[src/rtl/multiplier_controller_tainttrack.sv]
// Control FSM for the taint-tracking add-shift multiplier: sequences the datapath
// strobes from the multiplier bits and carries a sticky control-flow taint on every output.
module multiplier_controller_tainttrack #(
    parameter int WIDTH = 4
) (
    input  logic             clk,
    input  logic             rst_n,
    input  logic             start,
    input  logic             start_t,
    input  logic [WIDTH-1:0] multiplierReg,
    input  logic [WIDTH-1:0] multiplierReg_t,
    output logic             rsload,
    output logic             rsclear,
    output logic             rsshr,
    output logic             mrld,
    output logic             mdld,
    output logic             rsload_t,
    output logic             rsclear_t,
    output logic             rsshr_t,
    output logic             mrld_t,
    output logic             mdld_t,
    output logic             busy,
    output logic             busy_t,
    output logic             done,
    output logic             done_t,
    output logic [2:0]       dbg_state
);

    localparam int CW = (WIDTH > 1) ? $clog2(WIDTH) : 1;

    typedef enum logic [2:0] {
        S_IDLE  = 3'd0,
        S_INIT  = 3'd1,
        S_TEST  = 3'd2,
        S_ADD   = 3'd3,
        S_SHIFT = 3'd4,
        S_DONE  = 3'd5
    } state_e;

    state_e        state_q, state_d;
    logic [CW-1:0] cnt_q, cnt_d;
    logic          ctrl_t_q, ctrl_t_d;

    always_ff @(posedge clk or negedge rst_n) begin
        if (!rst_n) begin
            state_q  <= S_IDLE;
            cnt_q    <= '0;
            ctrl_t_q <= 1'b0;
        end else begin
            state_q  <= state_d;
            cnt_q    <= cnt_d;
            ctrl_t_q <= ctrl_t_d;
        end
    end

    // start is a level request with no ready: it is sampled only while IDLE and
    // ignored in every other state; busy tells the requester it will be ignored.
    always_comb begin
        state_d  = state_q;
        cnt_d    = cnt_q;
        ctrl_t_d = ctrl_t_q;
        case (state_q)
            S_IDLE: begin
                ctrl_t_d = start_t;
                if (start) begin
                    state_d = S_INIT;
                    cnt_d   = '0;
                end
            end
            S_INIT: state_d = S_TEST;
            S_TEST: begin
                // Only the bit that steers this branch becomes a taint source.
                ctrl_t_d = ctrl_t_q | multiplierReg_t[cnt_q];
                state_d  = multiplierReg[cnt_q] ? S_ADD : S_SHIFT;
            end
            S_ADD:  state_d = S_SHIFT;
            S_SHIFT: begin
                if (cnt_q == CW'(WIDTH - 1)) begin
                    state_d = S_DONE;
                end else begin
                    cnt_d   = cnt_q + CW'(1);
                    state_d = S_TEST;
                end
            end
            S_DONE:  state_d = S_IDLE;
            default: state_d = S_IDLE;
        endcase
    end

    always_comb begin
        rsload  = 1'b0;
        rsclear = 1'b0;
        rsshr   = 1'b0;
        mrld    = 1'b0;
        mdld    = 1'b0;
        done    = 1'b0;
        busy    = (state_q != S_IDLE);
        case (state_q)
            S_INIT: begin
                rsclear = 1'b1;
                mrld    = 1'b1;
                mdld    = 1'b1;
            end
            S_ADD:   rsload = 1'b1;
            S_SHIFT: rsshr  = 1'b1;
            S_DONE:  done   = 1'b1;
            default: ;
        endcase
    end

    // The state trajectory itself is tainted, so every output inherits ctrl_t.
    assign rsload_t  = ctrl_t_q;
    assign rsclear_t = ctrl_t_q;
    assign rsshr_t   = ctrl_t_q;
    assign mrld_t    = ctrl_t_q;
    assign mdld_t    = ctrl_t_q;
    assign busy_t    = ctrl_t_q;
    assign done_t    = ctrl_t_q;
    assign dbg_state = state_q;

endmodule

[config.mk]
export PLATFORM = sky130hd
export DESIGN_NAME = multiplier_controller_tainttrack
export DESIGN_NICKNAME = d
export VERILOG_FILES = /design/src/rtl/multiplier_controller_tainttrack.sv
export SDC_FILE = /design/constraint.sdc
export NUM_CORES = 1
export LEC_CHECK = 0
export ABC_AREA = 1
export CAP_MARGIN = 15
export CORE_AREA = 2 2 39 41
export DETAILED_ROUTE_END_ITERATION = 12
export DIE_AREA = 0 0 41 43
export PLACE_DENSITY = 0.88
export SLEW_MARGIN = 40
export SYNTH_ARGS = -nofsm -noshare
export SYNTH_HDL_FRONTEND = slang
export SYNTH_SLANG_ARGS = --single-unit
[constraint.sdc]
create_clock -name clk -period 3.2 [get_ports clk]
set_clock_uncertainty 0.05 [all_clocks]
set_input_delay 0.48 -clock clk [delete_from_list [all_inputs] [get_ports clk]]
set_output_delay 0.48 -clock clk [all_outputs]
set_load 0.01 [all_outputs]
==> flow_summary.toml, run 1 <==
[clock_network]
hold_buffers = 0
insertion_delay_ns = 0.24
cts_made_buffers = 3
root_buffer = "clkbuf_4"
cts_max_level = 1
post_cts.repair.setup_buffers = 0
cts_tree = "built"
cts-resized-gates = 0
clk_pin_slew_ns = 0.05
clkSinkCount = 6
ctsLongestPathBuffers = 2

[power_and_ir_drop]
p_int_uw = 378
sw_frac_of_total_pct = 42.5
power_density_nw_per_um2 = 903
leakage_uw = 0.000339
power_uw = 658
ir_drop_v = 0.000261
p_seq_share_pct = 24.5
power.net_switching_uw = 280
comb_power_share_pct = 64.8
clkPwrFrac_pct = 10.7

[global_routing]
grt_max_degree = 10
grt_pass1_wl_mm = 1.70
overflow = 0
antenna_found_initial = 0
grt_pass1_vias = 446
gr-usage-all-layers_pct = 14.3

[floorplanning]
fp.coreArea_um2 = 1380
die-height_um = 43
die-area_um2 = 1760
die_w_um = 41
pin_count = 29
initial_core_util_pct = 33.7
num_rows = 14

[placed_design]
place.gp.congestion = 0.673
hpwlAfterDp_um = 904
portBuffers = 28

[routing]
vias = 491
drc = 0
drt_pass1_iterations = 3
detail-route-antenna-nets = 0
drt_iter0_drc = 2
vias_per_cell = 4.68
wl_per_cell_um = 10.1
routed_wl_mm = 1.06

[run]
max_cap_viol_count = 0

[yosys]
synthesis.area_um2 = 467
ys_ff_latch = 6
yosys_warnings = 0
syn_inst = 66
syn_avg_cell_area_um2 = 7.07
yosysSeqAreaShare_pct = 32.2
ys_types = 20
synthesis.nets = 79

[setup_path]
critPathCaptureType = "output pin"
crit_chain = "nor3_1, clkdlybuf4s50_1"
critPathSlowestCell = "clkdlybuf4s50_1"
worstPathRequired_ns = 2.67
path_class = "flip-flop to output pin"
slowest_delay_ns = 0.61
start_kind = "flip-flop"
crit_start = "dbg_state[1]"
critPathMaxFanout = 7
worstPathArrival_ns = 1.64
r2r-start = "dbg_state[2]"

[finish]
diodes = 0
regArea_um2 = 150
nets = 104
fillCellCount = 134
multi_input_comb_area_um2 = 215
layout-drive-gt1-share_pct = 13.5
synthToLayoutAreaGrowth_pct = 56.3

[timing]
finalCritPeriodShare_pct = 67.8
post-route-min-period_ns = 2.17
slew_headroom_pct = 76.4
final_max_slew_viol_count = 0
tightestPinTransition_ns = 0.352
fmax_ghz = 0.461
rsz0062_at_grt = "false"
finalSetupViolCount = 0
tns_ns = 0
hold_violations = 0

[hold_path]
min_path_type = "input port to async pin"

[run_status]
status = "complete, no violations"
==> Yosys cell counts (all sizes together) <==
cell	number	area, µm²
o22ai	1	6.26
dfrtp	6	150
buf	8	60.1
o21ai	1	5.00
nor2	4	17.5
nand3b	1	7.51
ha	1	12.5
nand2	20	87.6
a21oi	2	13.8
o211ai	2	15.0
nor3	2	10.0
clkinv	1	3.75
inv	10	37.5
nand3	7	40.0
==> logic make-up (layout without fill, tap and decap cells) <==
family / Yosys count / after routing / share of synthesized area (%)
compound gates: 6 / 6 / 8.58
fa+ha+maj: 1 / 1 / 2.68
buf+inv: 19 / 42 / 21.7
flops: 6 / 6 / 32.2
simple gates: 34 / 34 / 34.9
==> worst max-delay path: cells and delay by family (launching register included) <==
| family | cells | cell delay [ns] |
|---|---|---|
| buf+inv | 1 | 0.61 |
| flops | 1 | 0.44 |
| simple gates | 1 | 0.35 |
==> through the flow <==
step	std cells	setup slack [ns]	hold slack (ns)	util, %	cell area (µm²)
after global routing	105	0.920	0.437	52.7	729
final	105	1.03	0.427	52.7	729
after CTS	105	1.00	0.433	52.7	729
after detailed placement	102	1.27	0.550	51.1	707
after global placement	102	1.31	0.544	51.1	707
after floorplan	66	1.55	0.134	-	467
==> final timing paths <==
check,endpoint,slack [ns],depth (start not counted)
min in group clk,cnt_q[1],0.55,2
hold reg to reg,cnt_q[1],0.55,2
max in group asynchronous,dbg_state[2],2.46,1
setup / recovery,mrld,1.03,2
hold / removal,busy_t,0.43,1
setup reg to reg,cnt_q[0],2.01,4
==> layout make-up <==
cell class / count / share of cell area (%)
Timing Repair Buffer: 28 / 38.4
Multi-Input combinational cell: 41 / 29.5
Sequential cell: 6 / 20.6
Inverter: 11 / 5.66
Clock buffer: 3 / 3.09
Tap cell: 16 / 2.74
==> power by group through the flow <==
stage	clock network [µW]	registers [µW]	logic, µW
after floorplan	0	165	261
after global placement	0	158	420
after detailed placement	0	163	428
after CTS	71.0	162	432
after global routing	77.3	169	473
final	70.4	162	426
==> metal layers <==
layer	GRT usage, %	vias up	share of wire [%]
met1	13.7	221	37
met2	25.6	20	54
met4	6.00	0	1.0
met5	0	-	0
li1	-	248	-
met3	4.71	2	7.9
==> flip-flops by register name, indices dropped and copies added, names as in the netlist <==
| signal | cells |
|---|---|
| cnt_q | 2 |
| busy_t | 1 |
| dbg_state | 3 |
==> cell usage in the layout, fill, tap and decap left out <==
master / n
a21oi_1: 1
a21oi_2: 1
clkbuf_4: 3
clkdlybuf4s50_1: 28
clkinv_1: 1
dfrtp_1: 6
ha_1: 1
inv_1: 7
inv_2: 3
nand2_1: 17
nand2_2: 2
nand2_4: 1
nand3_1: 6
nand3_2: 1
nand3b_1: 1
nor2_1: 3
nor2_2: 1
nor3_1: 2
o211ai_1: 2
o21ai_0: 1
o22ai_1: 1
No activity file was read; power rests on OpenSTA's default activity.
==> run 2, diff against run 1 <==
Settings changed: CORE_AREA 2 2 39 41 to unset, CORE_MARGIN set to 2, CORE_UTILIZATION set to 31, DIE_AREA 0 0 41 43 to unset, PLACE_DENSITY 0.88 to 0.83.
Clock period 3.2 ns to 1.77 ns, I/O delays scaled along.
==> flow_summary.toml, run 2 (same netlist as run 1, synthesis figures left out) <==
[power_and_ir_drop]
ir_drop_v = 0.000454
clkPwrFrac_pct = 10.3
comb_power_share_pct = 65.3
leakage_uw = 0.000375
power_density_nw_per_um2 = 1580
power.net_switching_uw = 504
p_seq_share_pct = 24.4
sw_frac_of_total_pct = 43.1
p_int_uw = 664

[routing]
vias = 492
vias_per_cell = 4.60
drc = 0
drt_iter0_drc = 3
routed_wl_mm = 1.06
drt_pass1_iterations = 3
wl_per_cell_um = 9.93
detail-route-antenna-nets = 0

[timing]
post-route-min-period_ns = 1.69
finalSetupViolCount = 0
finalCritPeriodShare_pct = 95.3
slew_headroom_pct = 81.6
final_max_slew_viol_count = 0
tns_ns = 0
tightestPinTransition_ns = 0.276
worst_hold_slack_ns = 0.221
fmax_ghz = 0.593
rsz0062_at_grt = "false"
hold_violations = 0

[floorplanning]
pin_count = 29
die-height_um = 42.8
die-area_um2 = 1830
num_rows = 14
die_w_um = 42.8
fp.coreArea_um2 = 1450
initial_core_util_pct = 32.1

[clock_network]
cts_tree = "built"
cts-resized-gates = 8
hold_buffers = 0
ctsLongestPathBuffers = 2
clkSinkCount = 6
insertion_delay_ns = 0.24
root_buffer = "clkbuf_4"
cts_made_buffers = 3
post_cts.repair.setup_buffers = 0
clk_pin_slew_ns = 0.04
cts_max_level = 1

[setup_path]
critPathMaxFanout = 5
cp_top_family = "buffers and inverters"
crit_chain = "buf_4, nor2_2, nand2_2, dlygate4sd2_1"
path_buf_inv = 2
critPathSlowestCell = "dfrtp_1"
worstPathRequired_ns = 1.45
start_kind = "flip-flop"
path_class = "flip-flop to output pin"
critPathCaptureType = "output pin"
slowest_delay_ns = 0.38
worstPathArrival_ns = 1.37

[placed_design]
hpwlAfterDp_um = 921
portBuffers = 28
dpl_cell_area_um2 = 722
place.gp.congestion = 0.721

[finish]
diodes = 0
layout-drive-gt1-share_pct = 16.5
synthToLayoutAreaGrowth_pct = 58.7
nets = 106
design_area_um2 = 741
final_cell_mix = "clkdlybuf4s50_1, nand2_1, inv_1, dlygate4sd2_1"
largest_register_ffs = 3
fillCellCount = 140
final_common_cell = "clkdlybuf4s50_1"

[global_routing]
overflow = 0
grt_pass1_wl_mm = 1.86
grt_pass1_vias = 467
gr-usage-all-layers_pct = 13.3
grt_max_degree = 10
antenna_found_initial = 0

[run_status]
status = "complete, no violations"

[hold_path]
min_path_type = "input port to async pin"

[run]
max_cap_viol_count = 0
## run 2: changes by cell type in the layout (fill, tap and decap cells not counted), sizes merged
cell	previous run	this run
clkdlybuf4s50	28	21
dlygate4sd2	0	7
buf	0	2
## run 2: worst paths after layout
kind                       depth (start not counted)            to  slack, ns          from
hold reg to reg                                    2  dbg_state[1]       0.57  dbg_state[2]
hold / removal                                     1  dbg_state[1]       0.22         rst_n
max in group asynchronous                          1        busy_t       1.24         rst_n
setup reg to reg                                   5      cnt_q[0]       0.53  dbg_state[2]
setup / recovery                                   4          busy       0.08  dbg_state[2]
min in group clk                                   2  dbg_state[1]       0.57  dbg_state[2]
## run 2: metal layers
metal | GRT usage [%] | share of wire [%] | vias up
li1 | - | - | 252
met1 | 14.7 | 41 | 217
met2 | 22.7 | 50 | 19
met3 | 2.98 | 7.0 | 4
met4 | 8.13 | 2.1 | 0
met5 | 0 | 0 | -
## run 2: per-stage QoR
stage	instances	util (%)	power, µW	worst slack (ns)
floorplan	66	-	770	0.336
global placement	104	49.7	1070	0.104
detailed placement	104	49.7	1100	0.0681
CTS	107	50.9	1180	0.0769
global route	107	50.9	1270	0.0310
finish	107	50.9	1170	0.0828
## run 2: layout make-up
| type | instances | area, µm² | share of cell area, % |
|---|---|---|---|
| inverters | 11 | 41.3 | 5.57 |
| flip-flops and latches | 6 | 150 | 20.3 |
| clock buffers | 3 | 22.5 | 3.04 |
| repair buffers | 30 | 287 | 38.7 |
| well taps | 16 | 20.0 | 2.70 |
| multi-input cells | 41 | 220 | 29.7 |
## run 2: power by group through the flow
stage	Sequential [µW]	Combinational (µW)	Clock, µW
global route	296	834	141
floorplan	299	471	0
CTS	285	774	123
global placement	275	794	0
finish	285	763	120
detailed placement	285	813	0
==> run 3, diff against run 2 <==
Settings changed: GPL_ROUTABILITY_DRIVEN set to 0.
==> results of run 3 <==
Same layout as run 2: the final DEF is identical, and so are final timing and power.
